$ cat src/rtl/state_timer.sv
// Whole-second countdown timer for the traffic-light sequencer.
// Latches secondsToCount in LOAD and pulses finished at the end of the count.
module state_timer #(
  parameter int unsigned CLK_HZ = 10000,
  parameter int unsigned CNT_W  = 16
) (
  input  logic             clk,
  input  logic             reset,
  input  logic             enable_general,
  input  logic             restart,
  input  logic [CNT_W-1:0] secondsToCount,
  output logic             finished,
  output logic [CNT_W-1:0] remaining,
  output logic             second_tick
);

  localparam int unsigned PW = 16;
  localparam logic [PW-1:0] PMAX = PW'(CLK_HZ - 1);

  typedef enum logic [1:0] {
    IDLE  = 2'd0,
    LOAD  = 2'd1,
    COUNT = 2'd2,
    DONE  = 2'd3
  } state_t;

  state_t           state_q, state_d;
  logic             finished_q, finished_d;
  logic [CNT_W-1:0] remaining_q, remaining_d;
  logic [PW-1:0]    presc_q, presc_d;
  logic             tick_q, tick_d;

  logic wrap;
  logic abort;

  assign wrap  = (presc_q == PMAX);
  // DONE always hands back to LOAD so a held restart keeps pulsing
  assign abort = restart && (state_q == LOAD || state_q == COUNT);

  always_ff @(posedge clk or negedge reset) begin
    if (!reset) begin
      state_q     <= IDLE;
      finished_q  <= 1'b1;
      remaining_q <= '0;
      presc_q     <= '0;
      tick_q      <= 1'b0;
    end else begin
      state_q     <= state_d;
      finished_q  <= finished_d;
      remaining_q <= remaining_d;
      presc_q     <= presc_d;
      tick_q      <= tick_d;
    end
  end

  always_comb begin
    state_d = state_q;
    if (!enable_general) begin
      state_d = IDLE;
    end else if (abort) begin
      state_d = DONE;
    end else begin
      unique case (state_q)
        IDLE:  state_d = LOAD;
        LOAD:  state_d = (secondsToCount == '0) ? DONE : COUNT;
        COUNT: if (wrap && remaining_q == CNT_W'(1)) state_d = DONE;
        DONE:  state_d = LOAD;
        default: state_d = IDLE;
      endcase
    end
  end

  always_comb begin
    finished_d  = 1'b0;
    remaining_d = remaining_q;
    presc_d     = presc_q;
    tick_d      = 1'b0;
    if (!enable_general) begin
      finished_d  = 1'b1;
      remaining_d = '0;
      presc_d     = '0;
    end else if (abort) begin
      finished_d = 1'b1;
      presc_d    = '0;
    end else begin
      unique case (state_q)
        IDLE: ;
        LOAD: begin
          remaining_d = secondsToCount;
          presc_d     = '0;
          finished_d  = (secondsToCount == '0);
        end
        COUNT: begin
          if (wrap) begin
            presc_d     = '0;
            tick_d      = 1'b1;
            finished_d  = (remaining_q == CNT_W'(1));
            if (remaining_q != '0) remaining_d = remaining_q - CNT_W'(1);
          end else begin
            presc_d = presc_q + PW'(1);
          end
        end
        DONE: ;
        default: finished_d = 1'b1;
      endcase
    end
  end

  assign finished    = finished_q;
  assign remaining   = remaining_q;
  assign second_tick = tick_q;

endmodule

$ cat config.mk
export PLATFORM = sky130hd
export DESIGN_NAME = state_timer
export DESIGN_NICKNAME = d
export VERILOG_FILES = /design/src/rtl/state_timer.sv
export SDC_FILE = /design/constraint.sdc
export NUM_CORES = 1
export LEC_CHECK = 0
export ABC_CLOCK_PERIOD_IN_PS = 6500
export CAP_MARGIN = 30
export CORE_MARGIN = 2
export CORE_UTILIZATION = 40
export CTS_CLUSTER_DIAMETER = 120
export DETAILED_ROUTE_END_ITERATION = 6
export PLACE_DENSITY = 0.68
export SYNTH_ARGS = -nofsm -noshare
export SYNTH_HDL_FRONTEND = slang
export SYNTH_SLANG_ARGS = --single-unit
$ cat constraint.sdc
create_clock -name clk -period 6.5 [get_ports clk]
set_input_delay 1.3 -clock clk [delete_from_list [all_inputs] [get_ports clk]]
set_output_delay 1.3 -clock clk [all_outputs]
set_load 0.05 [all_outputs]
==> results of run 1 <==
cell usage in the layout, fill, tap and decap left out, types with 3 or more instances in the layout:
| cell type | n |
|---|---|
| nand2_1 | 27 |
| clkdlybuf4s50_1 | 36 |
| ha_1 | 5 |
| o41ai_1 | 3 |
| nand4_1 | 5 |
| o21a_1 | 4 |
| dfrtp_1 | 35 |
| nand3_1 | 7 |
| o31ai_1 | 7 |
| clkbuf_8 | 6 |
| nor2_1 | 22 |
| and3_1 | 8 |
| inv_1 | 5 |
| or3_2 | 4 |
| nor3_1 | 4 |
| o21ai_0 | 29 |
| a31oi_1 | 4 |
| nor4_1 | 10 |
| or3_1 | 3 |
| a21oi_1 | 5 |
| a22o_1 | 14 |
| nand3b_1 | 4 |
| and2_1 | 3 |
per-layer routing:
metal,up-vias,part of all wire
met5,-,0
met4,0,0.019
met3,15,0.086
met2,119,0.45
met1,1079,0.45
li1,1053,-
synthesized netlist by cell type, drive strengths merged, types with 2 or more instances:
library cell  count
o31ai             7
mux2i             2
nand3b            4
o41ai             3
dfrtp            35
nand2            27
clkbuf            7
nand3             7
or3               9
o211ai            2
a21oi             5
nor3              6
a31oi             4
nor4bb            2
ha                5
nor4             10
o21ai            31
a22o             14
inv               5
nand4             5
a221oi            2
and3              8
and2              3
nor2b             2
and4              2
a32o              2
nand2b            2
nor2             22
buf               5
o21a              4
sequential cells by signal, indices dropped and copies added, names as in the netlist:
register     cells
second_tick      1
presc_q         16
finished         1
remaining       16
state_q          2
cells by family after synthesis:
kind of cell               share of synthesized area
buffers and inverters                        0.03902
xor gates and xnor gates                    0.007589
adders and majority gates                    0.02710
AOI/OAI and AO/OA                             0.2575
and+or+nand+nor                               0.2694
muxes                                       0.008672
DFF                                           0.3908
report_power, final:
group	switching, mW	internal (mW)
clock	0.0849	0.0858
combinational	0.406	0.224
sequential	0.0539	0.262
total	0.545	0.572
worst max-delay path, cell delays in order:
cell and delay [ps]:
clkdlybuf4s50_1 930, and2_1 410, and2_1 190, nand2_1 220, nor2_1 660, nand4_1 160
o21ai_0 160
layout make-up:
| type | count | area share |
|---|---|---|
| clock inverters | 2 | 0.005374 |
| inverters | 6 | 0.008061 |
| clock buffers | 6 | 0.02956 |
| repair buffers | 37 | 0.1308 |
| well taps | 72 | 0.03224 |
| multi-input cells | 206 | 0.4711 |
| flip-flops and latches | 36 | 0.3229 |
worst paths after layout:
kind	from	to	cells after the start
max	enable_general	presc_q[7]	7
min	presc_q[8]	presc_q[8]	1
max reg2reg	state_q[0]	remaining[15]	8
min reg2reg	presc_q[8]	presc_q[8]	1
max in group asynchronous	reset	remaining[7]	1
min in group asynchronous	reset	second_tick	1
==> impl_metrics.tcl, run 1 <==
set metrics [dict create \
    cts_tree "built" \
    syn_area_mm2 0.002308 \
    endpoint_kind "flip-flop" \
    cts_max_level 2 \
    ys_seq_area_frac 0.3908 \
    grt_max_degree 37 \
    finish.net_count 317 \
    cts-root-buf "clkbuf_8" \
    core_area_mm2 0.005540 \
    dominantRegCellSynth "dfrtp_1" \
    powerDensity_mw_per_mm2 399.9 \
    holdBufCountCts 0 \
    start_util 0.4167 \
    grt_antenna_before_repair 0 \
    use_met2 0.3042 \
    yosysTopAreaCell "dfrtp_1" \
    viasPerCell 6.208 \
    arrival_ps 4030 \
    busiest_layer "met2" \
    vias 2266 \
    clk_latency_ps 290 \
    seq_area_um2 902.1 \
    clock_sinks 36 \
    fin_crit_ps 3815 \
    drc 0 \
    grt_pass1_vias 2003 \
    postPlaceCellArea_mm2 0.002696 \
    instances_no_fill 365 \
    hold_slack_ps 549.2 \
    die-height_um 79.97 \
    critPathKind "in2reg" \
    drt_wl_total_mm 6.220 \
    use_met3 0.04072 \
    multi_input_area_mm2 0.001316 \
    syn-num-nets 285 \
    cts.clk_slew.worst_paths_ps 80 \
    grt_pass1_wl_mm 10.07 \
    final-hold-violation-count 0 \
    worst-endpoint-required_ps 6720 \
    grt-ovfl-total 0 \
    syn_inst 260 \
    syn2layout_area_growth_pct 21.03 \
    post-route-period-util 0.5870 \
    ys_ff_latch 36 \
    die_x_um 79.97 \
    avgSynthCellArea_um2 8.879 \
    dp_slack_ps 2398 \
    fillers 536 \
    regToRegSetupSlack_ps 3440 \
    clockBufferDepth 2 \
    cp-start-kind "input port" \
    leakage_nw 1.165 \
    slew_headroom 0.3254 \
    power_mw 1.117 \
    drt_iter0_drc 193 \
    io_pins 38 \
    design_area_mm2 0.002794 \
    rows 27 \
    status "completed" \
    post-route-util 0.5043 \
    gp_congestion 0.8881 \
    dp_hpwl_mm 4.423 \
    post_cts_resize_count 0 \
    antenna_left 0 \
    drt_pass1_iterations 5 \
    min_path_type "reg2reg" \
    synth_warnings 0 \
    synthTopCellsByArea "dfrtp_1, o21ai_0, a22o_1" \
    design.die.area_mm2 0.006395 \
    tightestPinTransition_ps 1008 \
    max-cap-violations 0 \
    synth_async_sr_flop_share 1.000 \
    antennaDiodeCount 0 \
    synth_edf_count 0 \
    numCtsBuffers 5 \
    synth_top_area_frac 0.3794 \
    fmax_ghz 0.2621 \
    synth_cell_types 54 \
    post-cts-setup-buffers 0 \
    peakVddDrop_mv 0.2419 \
    final_layout_size_suffix_gt1_frac 0.07167 \
    setup_viol 0 \
    fin_ws_ps 2685 \
    dpl.cell_count 357 \
    port_buffers 37 \
    setup-tns-final_ps 0 \
    skew_ps 13.69 \
    track_usage 0.2014 \
    final_max_slew_viol_count 0 \
    critPathMaxFanout 19 \
    globalRouteMet1Util 0.2844 \
    rsz0062_at_grt "no" \
    wl_per_cell_um 17.04 \
]
Power figures use the tool's default switching activity.
==> inputs of run 2 (changes only) <==
--- a/config.mk
+++ b/config.mk
@@ -5,7 +5,7 @@
 export SDC_FILE = /design/constraint.sdc
 export NUM_CORES = 1
 export LEC_CHECK = 0
-export ABC_CLOCK_PERIOD_IN_PS = 6500
+export ABC_CLOCK_PERIOD_IN_PS = 3870
 export CAP_MARGIN = 30
 export CORE_MARGIN = 2
 export CORE_UTILIZATION = 40
==> constraint.sdc (replaced) <==
create_clock -name clk -period 3.87 [get_ports clk]
set_input_delay 0.774 -clock clk [delete_from_list [all_inputs] [get_ports clk]]
set_output_delay 0.774 -clock clk [all_outputs]
set_load 0.05 [all_outputs]
==> impl_metrics.tcl, run 2 (same netlist as run 1, synthesis figures left out) <==
set metrics [dict create \
    regToRegSetupSlack_ps 970 \
    drt_pass1_iterations 4 \
    seq_area_um2 902.1 \
    drt_iter0_drc 202 \
    clockBufferDepth 2 \
    cts.clk_slew.worst_paths_ps 70 \
    grt_pass1_vias 2053 \
    syn2layout_area_growth_pct 20.81 \
    grt_pass1_wl_mm 10.31 \
    antennaDiodeCount 0 \
    slew_headroom 0.4564 \
    peakVddDrop_mv 0.3582 \
    grt-ovfl-total 0 \
    post_cts_resize_count 0 \
    fmax_ghz 0.3452 \
    post-cts-setup-buffers 0 \
    status "completed" \
    critPathKind "reg2reg" \
    clock_sinks 36 \
    cts_tree "built" \
    die_x_um 79.97 \
    max-cap-violations 0 \
    antenna_left 0 \
    viasPerCell 6.005 \
    grt_max_degree 37 \
    mostFrequentLayoutCells "clkdlybuf4s50_1, dfrtp_1, o21ai_0, nand2_1, nor2_1" \
    critPathMaxFanout 15 \
    cts_max_level 2 \
    core_area_mm2 0.005540 \
    arrival_ps 3110 \
    wl_per_cell_um 17.06 \
    drt_wl_total_mm 6.244 \
    tightestPinTransition_ps 815.4 \
    fillers 529 \
    cp-start-kind "flip-flop" \
    instances_no_fill 366 \
    track_usage 0.2077 \
    setup_viol 0 \
    die-height_um 79.97 \
    start_util 0.4167 \
    rsz0062_at_grt "no" \
    cts-root-buf "clkbuf_8" \
    multi_input_area_mm2 0.001316 \
    leakage_nw 1.172 \
    numCtsBuffers 5 \
    design.die.area_mm2 0.006395 \
    min_path_type "reg2reg" \
    setup-tns-final_ps 0 \
    finish.net_count 319 \
    skew_ps 5.015 \
    final-hold-violation-count 0 \
    port_buffers 37 \
    rows 27 \
    final_max_slew_viol_count 0 \
    dp_hpwl_mm 4.376 \
    fin_crit_ps 2897 \
    holdBufCountCts 0 \
    post-route-period-util 0.7485 \
    clk_latency_ps 290 \
    grt_antenna_before_repair 0 \
    drc 0 \
    worst-endpoint-required_ps 4080 \
    dpl.cell_count 359 \
    powerDensity_mw_per_mm2 655.4 \
    final_common_cell "clkdlybuf4s50_1" \
    final_layout_size_suffix_gt1_frac 0.07143 \
    vias 2198 \
    io_pins 38 \
    endpoint_kind "flip-flop" \
    gp_congestion 0.8884 \
]
-- run 2: per-stage QoR --
step	utilization	worst slack [ps]	hold WS (ps)	power (mW)	instance area [µm²]
6_report	0.5034	973.2	550.8	1.828	2789
5_1_grt	0.5034	638.9	583.6	1.963	2789
4_1_cts	0.5034	1012	551.2	1.825	2789
3_5_place_dp	0.4894	863.6	533.5	1.568	2711
3_3_place_gp	0.4894	877.0	520.1	1.569	2711
2_1_floorplan	-	1523	475.6	1.301	2308
-- run 2: power by group --
| group | leakage, nW | total (mW) | internal (mW) | switching [mW] |
|---|---|---|---|---|
| combinational | 0.640 | 1.04 | 0.382 | 0.659 |
| clock | 0.0410 | 0.255 | 0.122 | 0.132 |
| sequential | 0.492 | 0.531 | 0.441 | 0.0901 |
| total | 1.17 | 1.83 | 0.946 | 0.882 |
-- run 2: layer usage --
metal / share of wire / routed length [µm] / vias to the layer above / GRT usage
li1: - / - / 1054 / -
met1: 0.46 / 2900 / 1062 / 0.2831
met2: 0.46 / 2903 / 76 / 0.3225
met3: 0.058 / 361 / 6 / 0.05430
met4: 0.012 / 78 / 0 / 0.06102
met5: 0 / 0 / - / 0
-- run 2: area by class of cell --
class                   count  area share
repair buffers             39      0.1364
inverters                   6    0.008075
clock buffers               6     0.02602
clock inverters             1    0.001795
flip-flops and latches     36      0.3235
multi-input cells         206      0.4720
well taps                  72     0.03230
-- run 2: final timing paths --
kind,start,to,depth (start not counted)
min reg2reg,presc_q[0],presc_q[0],1
min in group asynchronous,reset,presc_q[4],1
max,state_q[0],presc_q[7],8
max reg2reg,state_q[0],presc_q[7],8
max in group asynchronous,reset,remaining[1],1
min,presc_q[0],presc_q[0],1
-- run 2: worst max-delay path, stage by stage, from the launching register on --
cell	delay (ps)
dfrtp_1	390
inv_1	70
ha_1	570
and2_1	430
and2_1	200
nand2_1	210
nor2_1	620
nand4_1	150
o21ai_0	180
==> inputs of run 3 (changes only) <==
--- a/config.mk
+++ b/config.mk
@@ -5,7 +5,7 @@
 export SDC_FILE = /design/constraint.sdc
 export NUM_CORES = 1
 export LEC_CHECK = 0
-export ABC_CLOCK_PERIOD_IN_PS = 3870
+export ABC_CLOCK_PERIOD_IN_PS = 2900
 export CAP_MARGIN = 30
 export CORE_MARGIN = 2
 export CORE_UTILIZATION = 40
==> constraint.sdc (replaced) <==
create_clock -name clk -period 2.9 [get_ports clk]
set_input_delay 0.58 -clock clk [delete_from_list [all_inputs] [get_ports clk]]
set_output_delay 0.58 -clock clk [all_outputs]
set_load 0.05 [all_outputs]
==> impl_metrics.tcl, run 3 (same netlist as run 1, synthesis figures left out) <==
set metrics [dict create \
    mostFrequentLayoutCells "clkdlybuf4s50_1, dfrtp_1, o21ai_0, nand2_1, nor2_1" \
    syn2layout_area_growth_pct 22.82 \
    grt_antenna_before_repair 0 \
    critPathKind "reg2reg" \
    vias 2212 \
    critPathMaxFanout 23 \
    start_util 0.4167 \
    drc 0 \
    status "completed" \
    wl_met1_mm 2.874 \
    cp-start-kind "flip-flop" \
    fin_crit_ps 2403 \
    routed-wl-met2_mm 2.951 \
    drt_iter0_drc 124 \
    slew_headroom 0.4435 \
    rsz0062_at_grt "no" \
    drt_pass1_iterations 4 \
    cts_tree "built" \
    max-cap-violations 0 \
    post-route-util 0.5117 \
    min_path_type "in2async" \
    holdBufCountCts 0 \
    fmax_ghz 0.4162 \
    wl_met3_um 338 \
    post-route-period-util 0.8285 \
    tightestPinTransition_ps 834.7 \
    endpoint_kind "flip-flop" \
    port_buffers 37 \
    gp_congestion 0.8888 \
    design.die.area_mm2 0.006395 \
    clockBufferDepth 2 \
    wl_per_cell_um 16.81 \
    die-height_um 79.97 \
    final_common_cell "clkdlybuf4s50_1" \
    io_pins 38 \
    drt_wl_total_mm 6.238 \
    final-hold-violation-count 0 \
    viasPerCell 5.962 \
    cts_max_level 2 \
    final_layout_size_suffix_gt1_frac 0.08696 \
    critPathTopFamily "simple AND/OR/NAND/NOR gates" \
    clk_latency_ps 300 \
    core_area_mm2 0.005540 \
    powerDensity_mw_per_mm2 886.4 \
    arrival_ps 2580 \
    worstPathCellList "nor3_2, nand4_1, o2111ai_4, and2b_4, o21ai_0, a22o_1" \
    postPlaceCellArea_mm2 0.002741 \
    clock_sinks 36 \
    grt_max_degree 37 \
    dp_hpwl_mm 4.514 \
    design_area_mm2 0.002835 \
    critPathMaxStageDelay_ps 460 \
    leakage_nw 1.196 \
    highest_layer "met4" \
    grt_pass1_vias 2057 \
    cp_slowest_cell "dfrtp_1" \
    cts-root-buf "clkbuf_8" \
    worst-endpoint-required_ps 3080 \
    setup-tns-final_ps 0 \
    grt_pass1_wl_mm 10.23 \
    antenna_left 0 \
    setup_viol 0 \
    track_usage 0.2073 \
    antennaDiodeCount 0 \
    post-cts-setup-buffers 0 \
    skew_ps 11.74 \
    numCtsBuffers 5 \
    peakVddDrop_mv 0.3997 \
    finish.net_count 323 \
    path_buf_inv 0 \
    final_max_slew_viol_count 0 \
    cts.clk_slew.worst_paths_ps 80 \
    rows 27 \
    die_x_um 79.97 \
    grt-ovfl-total 0 \
    post_cts_resize_count 0 \
]
-- run 3: layout make-up --
cell class	instances	area (µm²)
Clock inverter	1	7.507
Timing Repair Buffer	43	410.4
Tap cell	72	90.09
Multi-Input combinational cell	206	1316
Clock buffer	7	86.33
Fill cell	533	2705
Inverter	6	22.52
Sequential cell	36	902.1
-- run 3: power by group --
part	leakage [nW]	internal [mW]	switching [mW]	total, mW
Clock	0.0445	0.193	0.189	0.382
Sequential	0.492	0.588	0.123	0.711
Combinational	0.660	0.525	0.895	1.42
-- run 3: path summary, 6_finish.rpt --
check / startpoint / cells past startpoint / to / slack [ps]
max: remaining[2] / 6 / remaining[7] / 500
min: reset / 1 / presc_q[6] / 370
max reg2reg: remaining[2] / 6 / remaining[7] / 500
min reg2reg: presc_q[8] / 1 / presc_q[8] / 550
max in group asynchronous: reset / 1 / remaining[10] / 1990
min in group clk: presc_q[8] / 1 / presc_q[8] / 550
-- run 3: metal layers --
metal  vias to the layer above  global-route usage
li1                       1069                   -
met1                      1072              0.2811
met5                         -                   0
met3                         8             0.03507
met2                        63              0.3192
met4                         0              0.1000
-- run 3: per-stage QoR --
step | hold slack [ps] | power [mW] | std cells | worst slack, ps
2_1_floorplan | 284.4 | 1.736 | 260 | 553.4
4_1_cts | 402.0 | 2.514 | 371 | 509.3
6_report | 369.8 | 2.513 | 371 | 497.3
5_1_grt | 457.2 | 2.675 | 371 | 294.7
3_5_place_dp | 533.9 | 2.121 | 363 | 427.6
3_3_place_gp | 528.8 | 2.113 | 363 | 488.9
